==> config.mk <==
export PLATFORM = sky130hd
export DESIGN_NAME = conv_tile_loader
export DESIGN_NICKNAME = d
export VERILOG_FILES = /design/src/rtl/conv_tile_loader.sv
export SDC_FILE = /design/constraint.sdc
export NUM_CORES = 2
export LEC_CHECK = 0
export CORE_AREA = 10 10 625 627
export DETAILED_ROUTE_END_ITERATION = 16
export DIE_AREA = 0 0 635 637
export HOLD_SLACK_MARGIN = 0.05
export PLACE_DENSITY_LB_ADDON = 0.08
export SLEW_MARGIN = 20
export SYNTH_ARGS = -nofsm -noshare
export SYNTH_HDL_FRONTEND = slang
export SYNTH_SLANG_ARGS = --single-unit
==> constraint.sdc <==
create_clock -name clk -period 5.6 [get_ports clk]
set_input_delay 1.68 -clock clk [delete_from_list [all_inputs] [get_ports clk]]
set_output_delay 1.68 -clock clk [all_outputs]
set_load 0.03 [all_outputs]
==> src/rtl/conv_tile_loader.sv <==
// conv_tile_loader
// Upstream stage of dsp_conv_chip. Takes one 72-bit valid/ready command stream
// and scatters its contents to the conv tiles. Image words go to the per-tile
// URAM1 write ports. Kernel weights go to the per-tile kernel BRAM1/BRAM2 ports.
// Address and data buses are shared by all tiles; a one-hot enable picks the
// destination tile.
//
// Ports:
//   clk, rst             single clock, synchronous active-high reset
//   s_data/s_valid/s_ready   command stream (header word, then N payload words)
//   uram1_wr_addr/data/en    shared URAM1 write bus, one-hot tile enable
//   krnl_wraddr/wrdata       shared kernel BRAM write bus
//   krnl_bram1_wren/2_wren   one-hot per-bank tile enables
//   done                     pulse with the last write (or last dropped word) of a packet
//   err                      pulse one cycle after an illegal header is accepted
module conv_tile_loader #(
  parameter int Y        = 480,
  parameter int A_W      = 14,
  parameter int M_W      = 18,
  parameter int URAM_D_W = 72,
  parameter int URAM_A_W = 23
) (
  input  logic                clk,
  input  logic                rst,
  input  logic [URAM_D_W-1:0] s_data,
  input  logic                s_valid,
  output logic                s_ready,
  output logic [URAM_A_W-1:0] uram1_wr_addr,
  output logic [URAM_D_W-1:0] uram1_wr_data,
  output logic [Y-1:0]        uram1_wr_en,
  output logic [A_W-1:0]      krnl_wraddr,
  output logic [M_W-1:0]      krnl_wrdata,
  output logic [Y-1:0]        krnl_bram1_wren,
  output logic [Y-1:0]        krnl_bram2_wren,
  output logic                done,
  output logic                err
);

  typedef enum logic [1:0] {HDR, IMG, KRN, DROP} state_t;

  state_t state, state_nxt;

  logic                rst_q;
  logic [11:0]         tile_q;
  logic                bank2_q;
  logic [URAM_A_W-1:0] addr_q;
  logic [15:0]         cnt_q;
  logic [1:0]          lanes_q;
  logic [3*M_W-1:0]    lane_buf_q;

  logic [1:0]          hdr_type;
  logic [11:0]         hdr_tile;
  logic [22:0]         hdr_base;
  logic [15:0]         hdr_n;
  logic                hdr_illegal;
  logic                accept;
  logic [Y-1:0]        tile_onehot;

  assign hdr_type    = s_data[71:70];
  assign hdr_tile    = s_data[69:58];
  assign hdr_base    = s_data[57:35];
  assign hdr_n       = s_data[34:19];
  assign hdr_illegal = (hdr_type == 2'd3) || ({1'b0, hdr_tile} >= 13'(Y));
  assign accept      = s_valid && s_ready;
  assign tile_onehot = {{(Y-1){1'b0}}, 1'b1} << tile_q;

  // State register
  always_ff @(posedge clk) begin
    if (rst) state <= HDR;
    else     state <= state_nxt;
  end

  // Next-state logic. In KRN the packet ends when lane 3 of the last
  // word goes out, i.e. no words left and one lane still pending.
  always_comb begin
    state_nxt = state;
    case (state)
      HDR: begin
        if (accept) begin
          if (hdr_n == 16'd0)          state_nxt = HDR;
          else if (hdr_illegal)        state_nxt = DROP;
          else if (hdr_type == 2'd0)   state_nxt = IMG;
          else                         state_nxt = KRN;
        end
      end
      IMG:  if (accept && cnt_q == 16'd1) state_nxt = HDR;
      KRN:  if (lanes_q == 2'd1 && cnt_q == 16'd0) state_nxt = HDR;
      DROP: if (accept && cnt_q == 16'd1) state_nxt = HDR;
      default: state_nxt = HDR;
    endcase
  end

  // Output logic: ready is held low in the cycle after reset, and in KRN
  // while lanes 1..3 of the buffered word are still being written.
  always_comb begin
    s_ready = 1'b0;
    if (!rst_q) begin
      case (state)
        KRN:     s_ready = (lanes_q == 2'd0);
        default: s_ready = 1'b1;
      endcase
    end
  end

  // Datapath: header latching, address/count tracking and the registered
  // write buses. Buses keep their last value when no enable is raised.
  always_ff @(posedge clk) begin
    if (rst) begin
      rst_q           <= 1'b1;
      tile_q          <= '0;
      bank2_q         <= 1'b0;
      addr_q          <= '0;
      cnt_q           <= '0;
      lanes_q         <= '0;
      lane_buf_q      <= '0;
      uram1_wr_addr   <= '0;
      uram1_wr_data   <= '0;
      uram1_wr_en     <= '0;
      krnl_wraddr     <= '0;
      krnl_wrdata     <= '0;
      krnl_bram1_wren <= '0;
      krnl_bram2_wren <= '0;
      done            <= 1'b0;
      err             <= 1'b0;
    end else begin
      rst_q           <= 1'b0;
      uram1_wr_en     <= '0;
      krnl_bram1_wren <= '0;
      krnl_bram2_wren <= '0;
      done            <= 1'b0;
      err             <= 1'b0;
      case (state)
        HDR: begin
          if (accept) begin
            tile_q  <= hdr_tile;
            bank2_q <= (hdr_type == 2'd2);
            addr_q  <= URAM_A_W'(hdr_base);
            cnt_q   <= hdr_n;
            lanes_q <= '0;
            if (hdr_illegal)            err  <= 1'b1;
            else if (hdr_n == 16'd0)    done <= 1'b1;
          end
        end
        IMG: begin
          if (accept) begin
            uram1_wr_en   <= tile_onehot;
            uram1_wr_addr <= addr_q;
            uram1_wr_data <= s_data;
            addr_q        <= addr_q + 1'b1;
            cnt_q         <= cnt_q - 16'd1;
            if (cnt_q == 16'd1) done <= 1'b1;
          end
        end
        KRN: begin
          // Lane 0 is written straight from the stream; lanes 1..3 are
          // shifted out of lane_buf_q on the following cycles.
          if (accept) begin
            if (bank2_q) krnl_bram2_wren <= tile_onehot;
            else         krnl_bram1_wren <= tile_onehot;
            krnl_wraddr <= addr_q[A_W-1:0];
            krnl_wrdata <= s_data[M_W-1:0];
            lane_buf_q  <= s_data[4*M_W-1:M_W];
            addr_q      <= addr_q + 1'b1;
            cnt_q       <= cnt_q - 16'd1;
            lanes_q     <= 2'd3;
          end else if (lanes_q != 2'd0) begin
            if (bank2_q) krnl_bram2_wren <= tile_onehot;
            else         krnl_bram1_wren <= tile_onehot;
            krnl_wraddr <= addr_q[A_W-1:0];
            krnl_wrdata <= lane_buf_q[M_W-1:0];
            lane_buf_q  <= lane_buf_q >> M_W;
            addr_q      <= addr_q + 1'b1;
            lanes_q     <= lanes_q - 2'd1;
            if (lanes_q == 2'd1 && cnt_q == 16'd0) done <= 1'b1;
          end
        end
        DROP: begin
          if (accept) begin
            cnt_q <= cnt_q - 16'd1;
            if (cnt_q == 16'd1) done <= 1'b1;
          end
        end
        default: ;
      endcase
    end
  end

endmodule

; Word level (Yosys, flattened, before mapping)
; Index checks and enable logic that the tools add are counted.
[word_totals]
ff_bits = 1680
inputBits = 75
out_inout_bits = 1570
word_cells = 108
[op_classes]
n_addsub = 3
n_lt_le_gt_ge = 1
eq_ne = 13
n_shift = 1
mux = 44
n_bitwise = 4
reduce_logical = 25
[ops]
columns = op, count
row1 = 480-bit 2-to-1 mux, 6
row2 = 1-bit by 12-bit left shift with 480-bit output (first input constant), 1
row3 = 54-bit 2-to-1 mux, 2
row4 = 23-bit 2-to-1 mux, 4
row5 = 23-bit one-hot mux with 3 select lines, 1
row6 = 18-bit 2-to-1 mux, 2
row7 = 16-bit logical NOT, 2
row8 = 16-bit 2-to-1 mux, 2
row9 = 16-bit one-hot mux with 2 select lines, 1
row10 = 14-bit 2-to-1 mux, 2
row11 = 23-bit by 1-bit adder with 23-bit output (second input constant), 1
row12 = 2-bit 2-to-1 mux, 9
row13 = 16-bit by 1-bit equality test with 1-bit output (second input constant), 1
row14 = 16-bit by 1-bit subtractor with 16-bit output (second input constant), 1
row15 = 12-bit by 9-bit greater-or-equal comparator with 1-bit output (second input constant), 1
row16 = 1-bit 2-to-1 mux, 12
row17 = 3-bit OR reduction, 3
row18 = 2-bit equality test (second input constant), 4
row19 = 2-bit AND reduction, 4
row20 = 2-bit logical NOT, 3
row21 = 2-bit != test (second input constant), 3
row22 = 2-bit one-hot mux with 3 select lines, 1
row23 = 3-bit AND reduction, 2
row24 = 2-bit nonzero test, 3
row25 = other kinds (12), 20

; Depth between registers and ports, before layout
[depth]
depth_word = 7
depth_mapped = 10
ltp_nobuf = 7

; Least setup slack after synthesis
; OpenSTA, ideal clock, no wires.
[synth_path]
path_type = input port to flip-flop
startpoint = input s_valid
endpoint = register krnl_bram2_wren[312]
setup_time_ns = 0.128
t_arrival_ns = 2.934
required_time_ns = 5.472
path_slack_ns = 2.538
path_stages = 9
path_buffers = 4
path_cell_list = nand2b_1 -> buf_2 -> a21oi_2 -> and3_1 -> buf_2 -> nand2_1 -> clkbuf_1 -> buf_2 -> nor2_1
[synth_via]
elab_chain_cells = 2
[synth_rtl]
columns = item, line_no
row1 = start: declaration, 26  ; input logic s_valid,
row2 = 1-bit logical AND, 64  ; assign accept = s_valid && s_ready;
row3 = 480-bit 2-to-1 mux, 157  ; if (accept) begin
row4 = end signal: assignment, 158  ; if (bank2_q) krnl_bram2_wren <= tile_onehot;
row5 = end signal: assignment, 167  ; if (bank2_q) krnl_bram2_wren <= tile_onehot;
row6 = end: declaration, 34  ; output logic [Y-1:0] krnl_bram2_wren,
; Every way passes these cells.
; A chain may end at the register's enable or synchronous reset.

; Final worst setup path
[layout_path]
startpoint = register state[0]
endpoint = output s_ready
[layout_via]
elab_chain_cells = 3
[layout_rtl]
columns = item, line_no
row1 = start: declaration, 41  ; state_t state, state_nxt;
row2 = start signal: assignment, 70  ; else state <= state_nxt;
row3 = 2-bit equality test, 98  ; case (state)
row4 = 1-bit 2-to-1 mux, 98
row5 = 1-bit 2-to-1 mux, 97  ; if (!rst_q) begin
row6 = end: declaration, 27  ; output logic s_ready,
; Every way passes these cells.

==> impl_results.md <==
- Status: completed
- WL final: between 300 and 400 mm
- Synth Flop Type: dfxtp_1
- # DRC: 0
- Htree depth: 4
- Syn avg cell area: between 9 and 10 um^2
- Combinational family with the most area after synthesis: simple AND/OR/NAND/NOR gates
- Crit path largest cell delay: roughly 0.84 ns
- Area delta synth->final: 63.8%
- Pwr Density: ~370 nW/um^2
- TritonCTS buffer count: 217
- Slew headroom: roughly a quarter
- # rows: 226
- IO Count: 1,645
- Fin. max-slew vios: 0
- FILL cells: 41.4k
- Router iterations before antenna repair: 5
- First DRT Iteration DRCs: 2,026
- Maximum clock frequency: ~220 MHz
- Die H: around 640 um
- # setup viols final: 0
- Post-synthesis simple-gate area fraction: around a fifth
- Synth warnings: 0
- Final worst path period share: 82.0%
- Post-Syn Instances: ~4.7k
- Clock tree buffer depth: 4
- Global-route usage over all layers: around 16%
- Hold_ws: about 0.45 ns
- Via count: roughly 39k
- Min-delay worst type: reg2reg
- Yosys cell types: 69
- Post-Synth XOR/XNOR Area: less than 1%
- Wire per inst: roughly 30 um
- GRT met1 Usage: between 10% and 20%
- Mux cell area share after synthesis: less than 1%
- Cts hold-fix bufs: 0
- Pin count of the biggest net entering global routing: about 130
- Final hold viol count: 0
- Min Tclk post-route: between 4 and 5 ns
- Initial antenna violation count: 37
- Met3 usage: about 5%
- CTS tree: done
- Vias in the first global route: about 39k
- Number of synthesized flops with an enable pin: 0
- Initial Utilization: 12.3%
- Core Area: ~380,000 um^2
- Post-cts resize count: 0
- Worst skew pair latency: a little over 0.9 ns
- Slowest CP cell: clkdlybuf4s50_1
- RSZ-0062 raised after global routing: false
- Clk sinks: approximately 1.7k
- Layout Nets: roughly 6.4k
- Leak: 25.2 nW
- Worst path cell trace: inv_1 > ha_1 > nor2b_2 > nor2_1 > clkdlybuf4s50_1
- Setup crit end kind: primary output
- GR Util met2: about 30%
- First-pass GRT wire length: ~430 mm
- Max Cap Violations: 0
- Clk_skew: between 0.08 and 0.09 ns
- Compound-Gate Fraction of Synth Area: under 10%
- Layout cell share with drive strength beyond 1: slightly above 8%
- Synth Net Count: ~4.8k
- Clk slew on worst S/H paths: ~0.05 ns
- Worst setup path category: reg2out
- Sequential fraction of the synthesis area: a little over 70%
- Worst Tran Pin Value: 1.11 ns
- Die area: ~400,000 um^2
- Post-Syn Area: approximately 47,000 um^2
- Vias per std cell: approximately 3.4
- TNS Setup: 0 ns
- Async set-reset flop share out of synthesis: 0%
- Yosys reg bits: about 1.7k
- Most Used Layer, Global Route: met2
- CP required: a little under 4 ns
- Max FO, Critical Path: 7
- CP Data Arrival Time: between 2 and 3 ns
- DP HPWL: 251 mm
- Grt total ovfl: 0
- Final RePlAce weighted congestion: around 0.75
- Crit path launch type: flop
- Max VDD drop: 0.234 mV
- Die W: between 600 and 700 um
- Detail Route Antenna Nets: 0
- PortBufs: between 1.5k and 2k
- Setup bufs post-CTS: 0
- Adder-cell share of the synthesized area: less than 1%
- CTS root buf: clkbuf_16
per-layer routing:
| metal | vias to the layer above | wire length, um |
|---|---|---|
| met5 | - | 138 |
| met3 | 332 | 24200 |
| met4 | 20 | 9150 |
| li1 | 17927 | - |
| met2 | 1270 | 178000 |
| met1 | 19235 | 128000 |
synth_stat cells (3+ instances only):
cell type,instances,area [um^2]
a211oi_1,9,67.6
a21oi_1,146,731
a221oi_1,4,35.0
a22oi_1,22,165
a311oi_1,54,473
a31oi_1,5,31.3
a32o_1,3,30.0
and2_1,9,56.3
and3_1,9,56.3
buf_1,70,263
buf_2,76,380
buf_4,4,30.0
clkbuf_1,215,807
dfxtp_1,1680,33600
ha_1,10,125
inv_1,14,52.6
mux2i_1,10,100
nand2_1,557,2090
nand2b_1,9,56.3
nand3_1,33,165
nand4_1,9,56.3
nor2_1,1570,5890
nor2b_1,12,75.1
nor3_1,21,105
nor3_4,4,65.1
nor3b_1,3,22.5
nor4_1,12,75.1
nor4_2,4,50.1
o21ai_0,41,205
o22ai_1,5,31.3
o2bb2ai_1,3,26.3
o31ai_1,9,67.6
or2_2,3,18.8
or4_1,8,60.1
per-stage QoR:
step	power (W)	instance area (um^2)	setup WS, ns	util [%]	instances
after floorplan	0.0137	46500	2.54	-	4689
after global placement	0.0146	69100	0.931	18.3	11103
after detailed placement	0.0146	69100	0.914	18.3	11104
after CTS	0.0290	76200	0.888	20.2	11486
after global routing	0.0295	76200	0.789	20.2	11487
final	0.0283	76200	1.01	20.2	11502
final cells by class:
cell class,instances,area [um^2],area share [%]
inverter,14,52.6,0.0690
sequential,1680,33600,44.1
clock inverter,52,623,0.818
multi-input combinational,2628,11600,15.2
antenna,16,40.0,0.0525
tap,5016,6280,8.24
timing repair buffer,1766,17600,23.1
clock buffer,330,6400,8.40
sequential cells by signal, summed over array words and instances (netlist names), 14 cells and up:
name	cells
krnl_bram2_wren	480
krnl_wrdata	18
lane_buf_q	54
krnl_wraddr	14
addr_q	23
cnt_q	16
uram1_wr_en	480
krnl_bram1_wren	480
uram1_wr_data	72
uram1_wr_addr	23
cells in the final DEF (no fill, tap or decap), types with 7 or more instances in the layout:
master	instances
buf_12	15
clkbuf_8	56
or4_1	8
nand4_1	9
clkdlybuf4s50_1	1643
nand2_2	13
ha_1	10
nor2_1	1563
nand2_4	14
clkinv_2	24
nor3_2	7
nand2b_1	9
o21ai_0	40
o31ai_1	9
a311oi_1	54
a22oi_1	22
nand3_1	33
nor2_2	7
nand2_1	530
diode_2	16
a211oi_1	9
nor3_1	13
mux2i_1	10
clkbuf_16	217
clkbuf_1	58
buf_4	106
inv_6	9
nor4_1	12
a21oi_1	146
dfxtp_1	1680
inv_1	14
nor2b_1	10
report_power, final:
| group | leakage, nW | total, W | internal [W] | switching, W |
|---|---|---|---|---|
| logic | 8.25 | 0.00197 | 0.000593 | 0.00137 |
| clock network | 3.44 | 0.0140 | 0.00814 | 0.00584 |
| registers | 13.5 | 0.0124 | 0.0121 | 0.000219 |
cells by family (layout without fill, tap and decap cells):
group	count (synthesis)	in the layout
XOR/XNOR	1	1
buffers and inverters	381	2162
flip-flops	1680	1680
AO/OA/AOI/OAI	322	322
other	0	16
AND/OR/NAND/NOR	2285	2285
multiplexers	10	10
adder cells (fa/ha/maj)	10	10
critical path, delay by kind of cell, from the launching register on:
family        cells  cell delay [ns]
buf+inv           2             0.95
fa+ha+maj         1             0.32
flops             1             0.40
simple gates      2             0.38
worst paths after layout:
check	startpoint	to	slack, ns	depth (start not counted)
setup / recovery	state[0]$_SDFFE_PP0P_	s_ready	1.01	5
hold / removal	uram1_wr_data[12]$_SDFFE_PP0P_	uram1_wr_data[12]$_SDFFE_PP0P_	0.45	2
setup reg to reg	tile_q[2]$_SDFFE_PP0P_	uram1_wr_en[69]$_SDFF_PP0_	2.31	4
hold reg to reg	uram1_wr_data[12]$_SDFFE_PP0P_	uram1_wr_data[12]$_SDFFE_PP0P_	0.45	2
Note: power is estimated with default switching activity, not from simulation.
